File: config.mk
export PLATFORM = sky130hd
export DESIGN_NAME = uart_rx
export DESIGN_NICKNAME = d
export VERILOG_FILES = /design/src/rtl/uart_pkg.sv /design/src/rtl/uart_rx_fifo.sv /design/src/rtl/uart_rx.sv
export SDC_FILE = /design/constraint.sdc
export NUM_CORES = 1
export LEC_CHECK = 0
export CAP_MARGIN = 5
export CORE_ASPECT_RATIO = 0.6
export CORE_MARGIN = 10
export CORE_UTILIZATION = 55
export CTS_CLUSTER_DIAMETER = 120
export DETAILED_ROUTE_END_ITERATION = 8
export GPL_TIMING_DRIVEN = 0
export PLACE_DENSITY = 0.74
export SLEW_MARGIN = 0
export SYNTH_ARGS = -nofsm -noshare
export SYNTH_HDL_FRONTEND = slang
export SYNTH_SLANG_ARGS = --single-unit
File: constraint.sdc
create_clock -name clk_i -period 3.6 [get_ports clk_i]
set_clock_uncertainty 0.1 [all_clocks]
set_input_delay 0.72 -clock clk_i [delete_from_list [all_inputs] [get_ports clk_i]]
set_output_delay 0.72 -clock clk_i [all_outputs]
set_load 0.05 [all_outputs]
File: src/rtl/uart_pkg.sv
// uart_pkg: shared UART definitions (receiver FSM states, frame format,
// baud helpers) used by the RX/TX blocks and their benches.
package uart_pkg;

  typedef enum logic [2:0] {
    IDLE   = 3'd0,
    START  = 3'd1,
    DATA   = 3'd2,
    PARITY = 3'd3,
    STOP   = 3'd4
  } uart_rx_state_t;

  typedef enum logic {
    PARITY_EVEN = 1'b0,
    PARITY_ODD  = 1'b1
  } uart_parity_t;

  localparam int           UART_DATA_BITS     = 8;
  localparam uart_parity_t UART_PARITY        = PARITY_EVEN;
  localparam int           UART_RX_FIFO_DEPTH = 4;

  // Clocks per line bit for a given system clock and baud rate.
  function automatic int clks_per_bit(input int clk_freq, input int baud);
    return clk_freq / baud;
  endfunction

  // Parity bit the transmitter appends to a data byte.
  function automatic logic parity_bit(input logic [UART_DATA_BITS-1:0] data,
                                      input uart_parity_t ptype);
    return (^data) ^ (ptype == PARITY_ODD);
  endfunction

endpackage

File: src/rtl/uart_rx_fifo.sv
// uart_rx_fifo: small synchronous FIFO for received bytes. A push into a
// full FIFO is accepted only when a pop happens in the same cycle.
module uart_rx_fifo #(
  parameter int DEPTH = 4,
  parameter int WIDTH = 8
) (
  input  logic             clk,
  input  logic             rst_n,
  input  logic             push,
  input  logic             pop,
  input  logic [WIDTH-1:0] wdata,
  output logic [WIDTH-1:0] rdata,
  output logic             full,
  output logic             empty
);

  localparam int PTR_W = $clog2(DEPTH);
  localparam int CNT_W = $clog2(DEPTH + 1);
  localparam logic [PTR_W-1:0] PTR_ONE   = PTR_W'(1);
  localparam logic [CNT_W-1:0] CNT_ONE   = CNT_W'(1);
  localparam logic [CNT_W-1:0] CNT_DEPTH = CNT_W'(DEPTH);

  logic [WIDTH-1:0] mem_r [DEPTH];
  logic [PTR_W-1:0] wr_ptr_r;
  logic [PTR_W-1:0] rd_ptr_r;
  logic [CNT_W-1:0] count_r;
  logic             do_push_s;
  logic             do_pop_s;

  assign full      = (count_r == CNT_DEPTH);
  assign empty     = (count_r == '0);
  assign do_pop_s  = pop & ~empty;
  assign do_push_s = push & (~full | do_pop_s);
  assign rdata     = mem_r[rd_ptr_r];

  // Storage, pointers and occupancy count.
  always_ff @(posedge clk or negedge rst_n) begin
    if (!rst_n) begin
      for (int i = 0; i < DEPTH; i++) begin
        mem_r[i] <= '0;
      end
      wr_ptr_r <= '0;
      rd_ptr_r <= '0;
      count_r  <= '0;
    end else begin
      if (do_push_s) begin
        mem_r[wr_ptr_r] <= wdata;
        wr_ptr_r        <= wr_ptr_r + PTR_ONE;
      end
      if (do_pop_s) begin
        rd_ptr_r <= rd_ptr_r + PTR_ONE;
      end
      case ({do_push_s, do_pop_s})
        2'b10:   count_r <= count_r + CNT_ONE;
        2'b01:   count_r <= count_r - CNT_ONE;
        default: count_r <= count_r;
      endcase
    end
  end

endmodule

File: src/rtl/uart_rx.sv
// uart_rx: UART receiver, 1 start, 8 data (LSB first), even parity, 1 stop.
// Bytes leave through a valid/ready stage with parity/frame/overrun pulses.
// Build option UART_RX_FIFO_EN: 4-entry output FIFO instead of a single
// holding register; ports and handshake are the same in both builds.
module uart_rx
  import uart_pkg::*;
#(
  parameter int CLK_FREQ = 100_000_000,
  parameter int BAUDRATE = 115200
) (
  input  logic                      clk_i,
  input  logic                      resetn_i,
  input  logic                      rx_i,
  output logic [UART_DATA_BITS-1:0] rx_data_o,
  output logic                      rx_valid_o,
  input  logic                      rx_ready_i,
  output logic                      busy_o,
  output logic                      parity_err_o,
  output logic                      frame_err_o,
  output logic                      overrun_o
);

  localparam int CLKS_PER_BIT = clks_per_bit(CLK_FREQ, BAUDRATE);
  localparam int HALF_BIT     = CLKS_PER_BIT / 2;
  localparam int CNT_W        = $clog2(CLKS_PER_BIT);
  localparam logic [CNT_W-1:0] CNT_ONE       = CNT_W'(1);
  localparam logic [CNT_W-1:0] CNT_BIT_LAST  = CNT_W'(CLKS_PER_BIT - 1);
  localparam logic [CNT_W-1:0] CNT_HALF_LAST = CNT_W'(HALF_BIT - 1);
  localparam logic [2:0]       LAST_BIT      = 3'(UART_DATA_BITS - 1);

  logic                      rx_meta_r;
  logic                      rx_sync_r;
  logic                      rx_prev_r;
  uart_rx_state_t            state_r;
  logic [CNT_W-1:0]          baud_cnt_r;
  logic [2:0]                bit_idx_r;
  logic [UART_DATA_BITS-1:0] shift_r;
  logic                      parity_ok_r;
  logic                      busy_r;
  logic                      frame_err_r;
  logic                      parity_err_r;
  logic                      good_r;
  logic                      overrun_r;
  logic                      pop_s;

  // Two-flop synchronizer for the async line plus one flop for edge detect.
  always_ff @(posedge clk_i or negedge resetn_i) begin
    if (!resetn_i) begin
      rx_meta_r <= 1'b1;
      rx_sync_r <= 1'b1;
      rx_prev_r <= 1'b1;
    end else begin
      rx_meta_r <= rx_i;
      rx_sync_r <= rx_meta_r;
      rx_prev_r <= rx_sync_r;
    end
  end

  // Frame FSM: start qualification, mid-bit sampling, stop-bit verdict.
  always_ff @(posedge clk_i or negedge resetn_i) begin
    if (!resetn_i) begin
      state_r      <= IDLE;
      baud_cnt_r   <= '0;
      bit_idx_r    <= 3'd0;
      shift_r      <= '0;
      parity_ok_r  <= 1'b0;
      busy_r       <= 1'b0;
      frame_err_r  <= 1'b0;
      parity_err_r <= 1'b0;
      good_r       <= 1'b0;
    end else begin
      frame_err_r  <= 1'b0;
      parity_err_r <= 1'b0;
      good_r       <= 1'b0;
      case (state_r)
        IDLE: begin
          baud_cnt_r <= '0;
          // Only a high-to-low transition starts a frame; a held-low line does not.
          if (!rx_sync_r && rx_prev_r) begin
            state_r <= START;
            busy_r  <= 1'b1;
          end else begin
            state_r <= IDLE;
            busy_r  <= 1'b0;
          end
        end
        START: begin
          if (baud_cnt_r == CNT_HALF_LAST) begin
            baud_cnt_r <= '0;
            if (rx_sync_r) begin
              // Line back high at mid start bit: treat as a glitch.
              state_r <= IDLE;
              busy_r  <= 1'b0;
            end else begin
              state_r   <= DATA;
              bit_idx_r <= 3'd0;
            end
          end else begin
            baud_cnt_r <= baud_cnt_r + CNT_ONE;
          end
        end
        DATA: begin
          if (baud_cnt_r == CNT_BIT_LAST) begin
            baud_cnt_r         <= '0;
            shift_r[bit_idx_r] <= rx_sync_r;
            if (bit_idx_r == LAST_BIT) begin
              state_r <= PARITY;
            end else begin
              bit_idx_r <= bit_idx_r + 3'd1;
            end
          end else begin
            baud_cnt_r <= baud_cnt_r + CNT_ONE;
          end
        end
        PARITY: begin
          if (baud_cnt_r == CNT_BIT_LAST) begin
            baud_cnt_r  <= '0;
            parity_ok_r <= (rx_sync_r == parity_bit(shift_r, UART_PARITY));
            state_r     <= STOP;
          end else begin
            baud_cnt_r <= baud_cnt_r + CNT_ONE;
          end
        end
        STOP: begin
          if (baud_cnt_r == CNT_BIT_LAST) begin
            baud_cnt_r <= '0;
            state_r    <= IDLE;
            busy_r     <= 1'b0;
            // Frame error outranks parity error; only clean frames are pushed.
            if (!rx_sync_r) begin
              frame_err_r <= 1'b1;
            end else if (!parity_ok_r) begin
              parity_err_r <= 1'b1;
            end else begin
              good_r <= 1'b1;
            end
          end else begin
            baud_cnt_r <= baud_cnt_r + CNT_ONE;
          end
        end
        default: begin
          state_r    <= IDLE;
          baud_cnt_r <= '0;
          busy_r     <= 1'b0;
        end
      endcase
    end
  end

`ifdef UART_RX_FIFO_EN
  logic                      fifo_full_s;
  logic                      fifo_empty_s;
  logic [UART_DATA_BITS-1:0] fifo_rdata_s;

  assign pop_s = ~fifo_empty_s & rx_ready_i;

  uart_rx_fifo #(
    .DEPTH (UART_RX_FIFO_DEPTH),
    .WIDTH (UART_DATA_BITS)
  ) u_fifo (
    .clk   (clk_i),
    .rst_n (resetn_i),
    .push  (good_r),
    .pop   (pop_s),
    .wdata (shift_r),
    .rdata (fifo_rdata_s),
    .full  (fifo_full_s),
    .empty (fifo_empty_s)
  );

  // Flag a good byte that found every FIFO slot occupied and nothing leaving.
  always_ff @(posedge clk_i or negedge resetn_i) begin
    if (!resetn_i) begin
      overrun_r <= 1'b0;
    end else begin
      overrun_r <= good_r & fifo_full_s & ~pop_s;
    end
  end

  assign rx_valid_o = ~fifo_empty_s;
  assign rx_data_o  = fifo_rdata_s;
`else
  logic [UART_DATA_BITS-1:0] hold_data_r;
  logic                      hold_valid_r;

  assign pop_s = hold_valid_r & rx_ready_i;

  // Single holding register; a same-cycle pop frees the slot for the new byte.
  always_ff @(posedge clk_i or negedge resetn_i) begin
    if (!resetn_i) begin
      hold_data_r  <= '0;
      hold_valid_r <= 1'b0;
      overrun_r    <= 1'b0;
    end else begin
      overrun_r <= 1'b0;
      if (good_r) begin
        if (!hold_valid_r || pop_s) begin
          hold_data_r  <= shift_r;
          hold_valid_r <= 1'b1;
        end else begin
          overrun_r <= 1'b1;
        end
      end else if (pop_s) begin
        hold_valid_r <= 1'b0;
      end else begin
        hold_valid_r <= hold_valid_r;
      end
    end
  end

  assign rx_valid_o = hold_valid_r;
  assign rx_data_o  = hold_data_r;
`endif

  assign busy_o       = busy_r;
  assign parity_err_o = parity_err_r;
  assign frame_err_o  = frame_err_r;
  assign overrun_o    = overrun_r;

endmodule

==> results.tsv <==
stage	metric	value	unit
detailed_routing	avgViaCountPerCell	5.66	
worst_setup_path	crit_required	2780	ps
yosys	async_flop_share	1.00	
detailed_routing	wl_per_cell	15.6	um
cts	cts_tree	built	
global_route	grt.total_usage	0.118	
detailed_routing	via_count	1341	
detailed_routing	drtIter0Drc	65	
yosys	synth.avg_cell_area	12.0	um^2
pwr	p_switching	287	uW
cts	numCtsBuffers	5	
pwr	combPwrFrac	0.156	
cts	cts_resized	0	
global_route	grt_remaining_overflow	0	
yosys	synth_edf_count	0	
final_layout	syn2layout_area_growth	15.0	%
global_route	grt_util_met2	0.160	
cts	clock_path_buffers	2	
cts	cts_setup_buffers	0	
die	die_area	0.00657	mm^2
timing	max_freq	438	MHz
worst_setup_path	start_kind	flip-flop	
worst_setup_path	criticalPathCategory	reg -> out	
yosys	synth-compound-area-share	0.0497	
timing	slew_violations	0	
flow_run	cap_violations	0	
global_route	grt_max_degree	43	
yosys	synth_top_family_by_area	simple AND/OR/NAND/NOR gates	
worst_setup_path	cp.arrival	1460	ps
pwr	p_leak	0.00104	uW
die	die_w	98.2	um
worst_setup_path	max_stage_delay	810	ps
placement	io_buffers	16	
yosys	synthSimpleGateAreaFrac	0.207	
timing	setup_viol	0	
yosys	synth.largest_area_cell	dfrtp_1	
cts	htreeDepth	2	
final_layout	final_util	0.685	
worst_setup_path	worstPathCellList	clkdlybuf4s50_1	
worst_setup_path	path_buf_inv	1	
die	rows	16	
yosys	synthXorXnorAreaFrac	0.0720	
global_route	antenna_found_initial	0	
global_route	top_usage_layer	met1	
timing	timing.final.crit_share	0.634	
global_route	grtUsageMet1	0.163	
yosys	yosys.area.top_type_share	0.484	
detailed_routing	firstDrtPassIters	4	
pwr	p_total	1010	uW
yosys	synth_ff_type	dfrtp_1	
yosys	synth_most_common_cell	dfrtp_1	
die	core_area	0.00338	mm^2
detailed_routing	antenna_left	0	
cts	ctsHoldBuffers	0	
pwr	power_density	434	mW/mm^2
worst_setup_path	critPathTopFamily	buffers and inverters	
cts	clock-sinks	42	
cts	cts.clk_slew.worst_paths	70	ps
outcome	outcome	completed	
worst_setup_path	slowest_stage	clkdlybuf4s50_1	
detailed_routing	route.detailed.drc	0	
placement	place_congestion	0.842	
worst_setup_path	path_max_fanout	2	
yosys	synth_area_leaders	dfrtp_1, mux2_2, xnor2_1	
placement	dp_hpwl	2.71	mm
timing	setup_tns	0	ps
die	initial_core_util	0.596	
yosys	ys_types	41	
final_layout	drive_gt1_frac	0.208	
yosys	synth-seq-cells	42	
cts	cts_root_buffer	clkbuf_8	
yosys	synth_nets	176	
timing	slew_headroom	0.404	
global_route	grt_pass1_wl	6.35	mm
yosys	seq_area_frac_synth	0.523	
final_layout	fin_nets	199	
global_route	gr-usage-met3	0.0433	
yosys	synth_cells	168	
pwr	swShare	0.285	
yosys	yosysWarnings	0	
pwr	p_int	720	uW
pwr	p_clk_frac	0.302	
timing	finalHoldViolCount	0	
final_layout	diodes	0	
timing	tightest_slew	895	ps
timing	rsz0062_at_grt	no	
worst_hold_path	hold_class	reg -> reg	
cts	clkLatencyLatePin	290	ps
final_layout	design_area	0.00232	mm^2
detailed_routing	wl	3.69	mm
worst_setup_path	end_kind	output pin	
pwr	vdd_drop_max	0.292	mV
yosys	synth.mux.area_fraction	0.101	
timing	layout_min_cycle_time	2280	ps
global_route	grt_pass1_vias	1325	
pwr	pwr-share-seq	0.542	
yosys	syn_area	0.00202	mm^2
placement	dpl_cell_area	0.00223	mm^2
die	dieHeight	66.9	um
die	io_pins	17	
yosys	synth_common_cells	dfrtp_1, mux2_2, nor2_1	
yosys	synthAdderAreaFrac	0.0248	
==> power groups by stage <==
stage | clock, uW | sequential [uW] | combinational (uW)
final | 304 | 546 | 157
after global routing | 333 | 552 | 173
after CTS | 313 | 545 | 156
after detailed placement | 0 | 553 | 157
after global placement | 0 | 550 | 150
after floorplan | 0 | 557 | 99.0
==> logic make-up (layout without fill, tap and decap cells) <==
logic type / Yosys count / count (layout)
XOR/XNOR: 15 / 15
adder cells (fa/ha/maj): 4 / 4
AO/OA/AOI/OAI: 11 / 11
flip-flops: 42 / 42
buffers and inverters: 11 / 35
multiplexers: 18 / 18
AND/OR/NAND/NOR: 67 / 67
==> area by class of cell <==
| class | count | area, um^2 |
|---|---|---|
| clock inverters | 1 | 5.00 |
| fillers | 265 | 1060 |
| repair buffers | 16 | 155 |
| flip-flops and latches | 42 | 1050 |
| multi-input cells | 115 | 916 |
| clock buffers | 7 | 86.3 |
| plain buffers | 4 | 18.8 |
| well taps | 45 | 56.3 |
| inverters | 7 | 26.3 |
==> stage by stage <==
step / setup WS (ps) / cells / hold WS, ps
floorplan: 1680 / 168 / 245
global placement: 745 / 229 / 246
detailed placement: 1390 / 229 / 248
CTS: 1310 / 237 / 259
global route: 1240 / 237 / 266
finish: 1320 / 237 / 259
==> placed cells by master, fill, tap and decap left out, drive strengths merged, types with 4 or more instances in the layout <==
| cell | count |
|---|---|
| inv | 7 |
| clkbuf | 9 |
| clkdlybuf4s50 | 15 |
| nand3 | 9 |
| nand2 | 9 |
| xor2 | 4 |
| ha | 4 |
| xnor2 | 10 |
| mux2 | 18 |
| nor4 | 6 |
| dfrtp | 39 |
| nor2 | 16 |
| nor3 | 4 |
| nand4 | 4 |
==> routing by layer <==
| metal | wire [um] | vias up |
|---|---|---|
| met3 | 221 | 2 |
| li1 | - | 644 |
| met1 | 1950 | 657 |
| met2 | 1500 | 38 |
| met5 | 0 | - |
| met4 | 23 | 0 |
==> final timing paths <==
check / startpoint / to / slack, ps / depth (start not counted)
max in group asynchronous: resetn_i / good_r / 2390 / 1
min reg2reg: rx_meta_r / rx_sync_r / 260 / 0
min in group asynchronous: resetn_i / baud_cnt_r[7] / 450 / 1
min: rx_meta_r / rx_sync_r / 260 / 0
max reg2reg: baud_cnt_r[0] / shift_r[3] / 1390 / 5
max: rx_data_o[1] / rx_data_o[1] / 1320 / 1
==> sequential cells by signal (all words and copies together), names as in the netlist <==
register,cells
baud_cnt_r,10
rx_data_o,8
shift_r,8
bit_idx_r,3
state_r,3
busy_o,1
frame_err_o,1
good_r,1
overrun_o,1
parity_err_o,1
parity_ok_r,1
rx_meta_r,1
rx_prev_r,1
rx_sync_r,1
rx_valid_o,1
(Power assumes the default switching activity.)
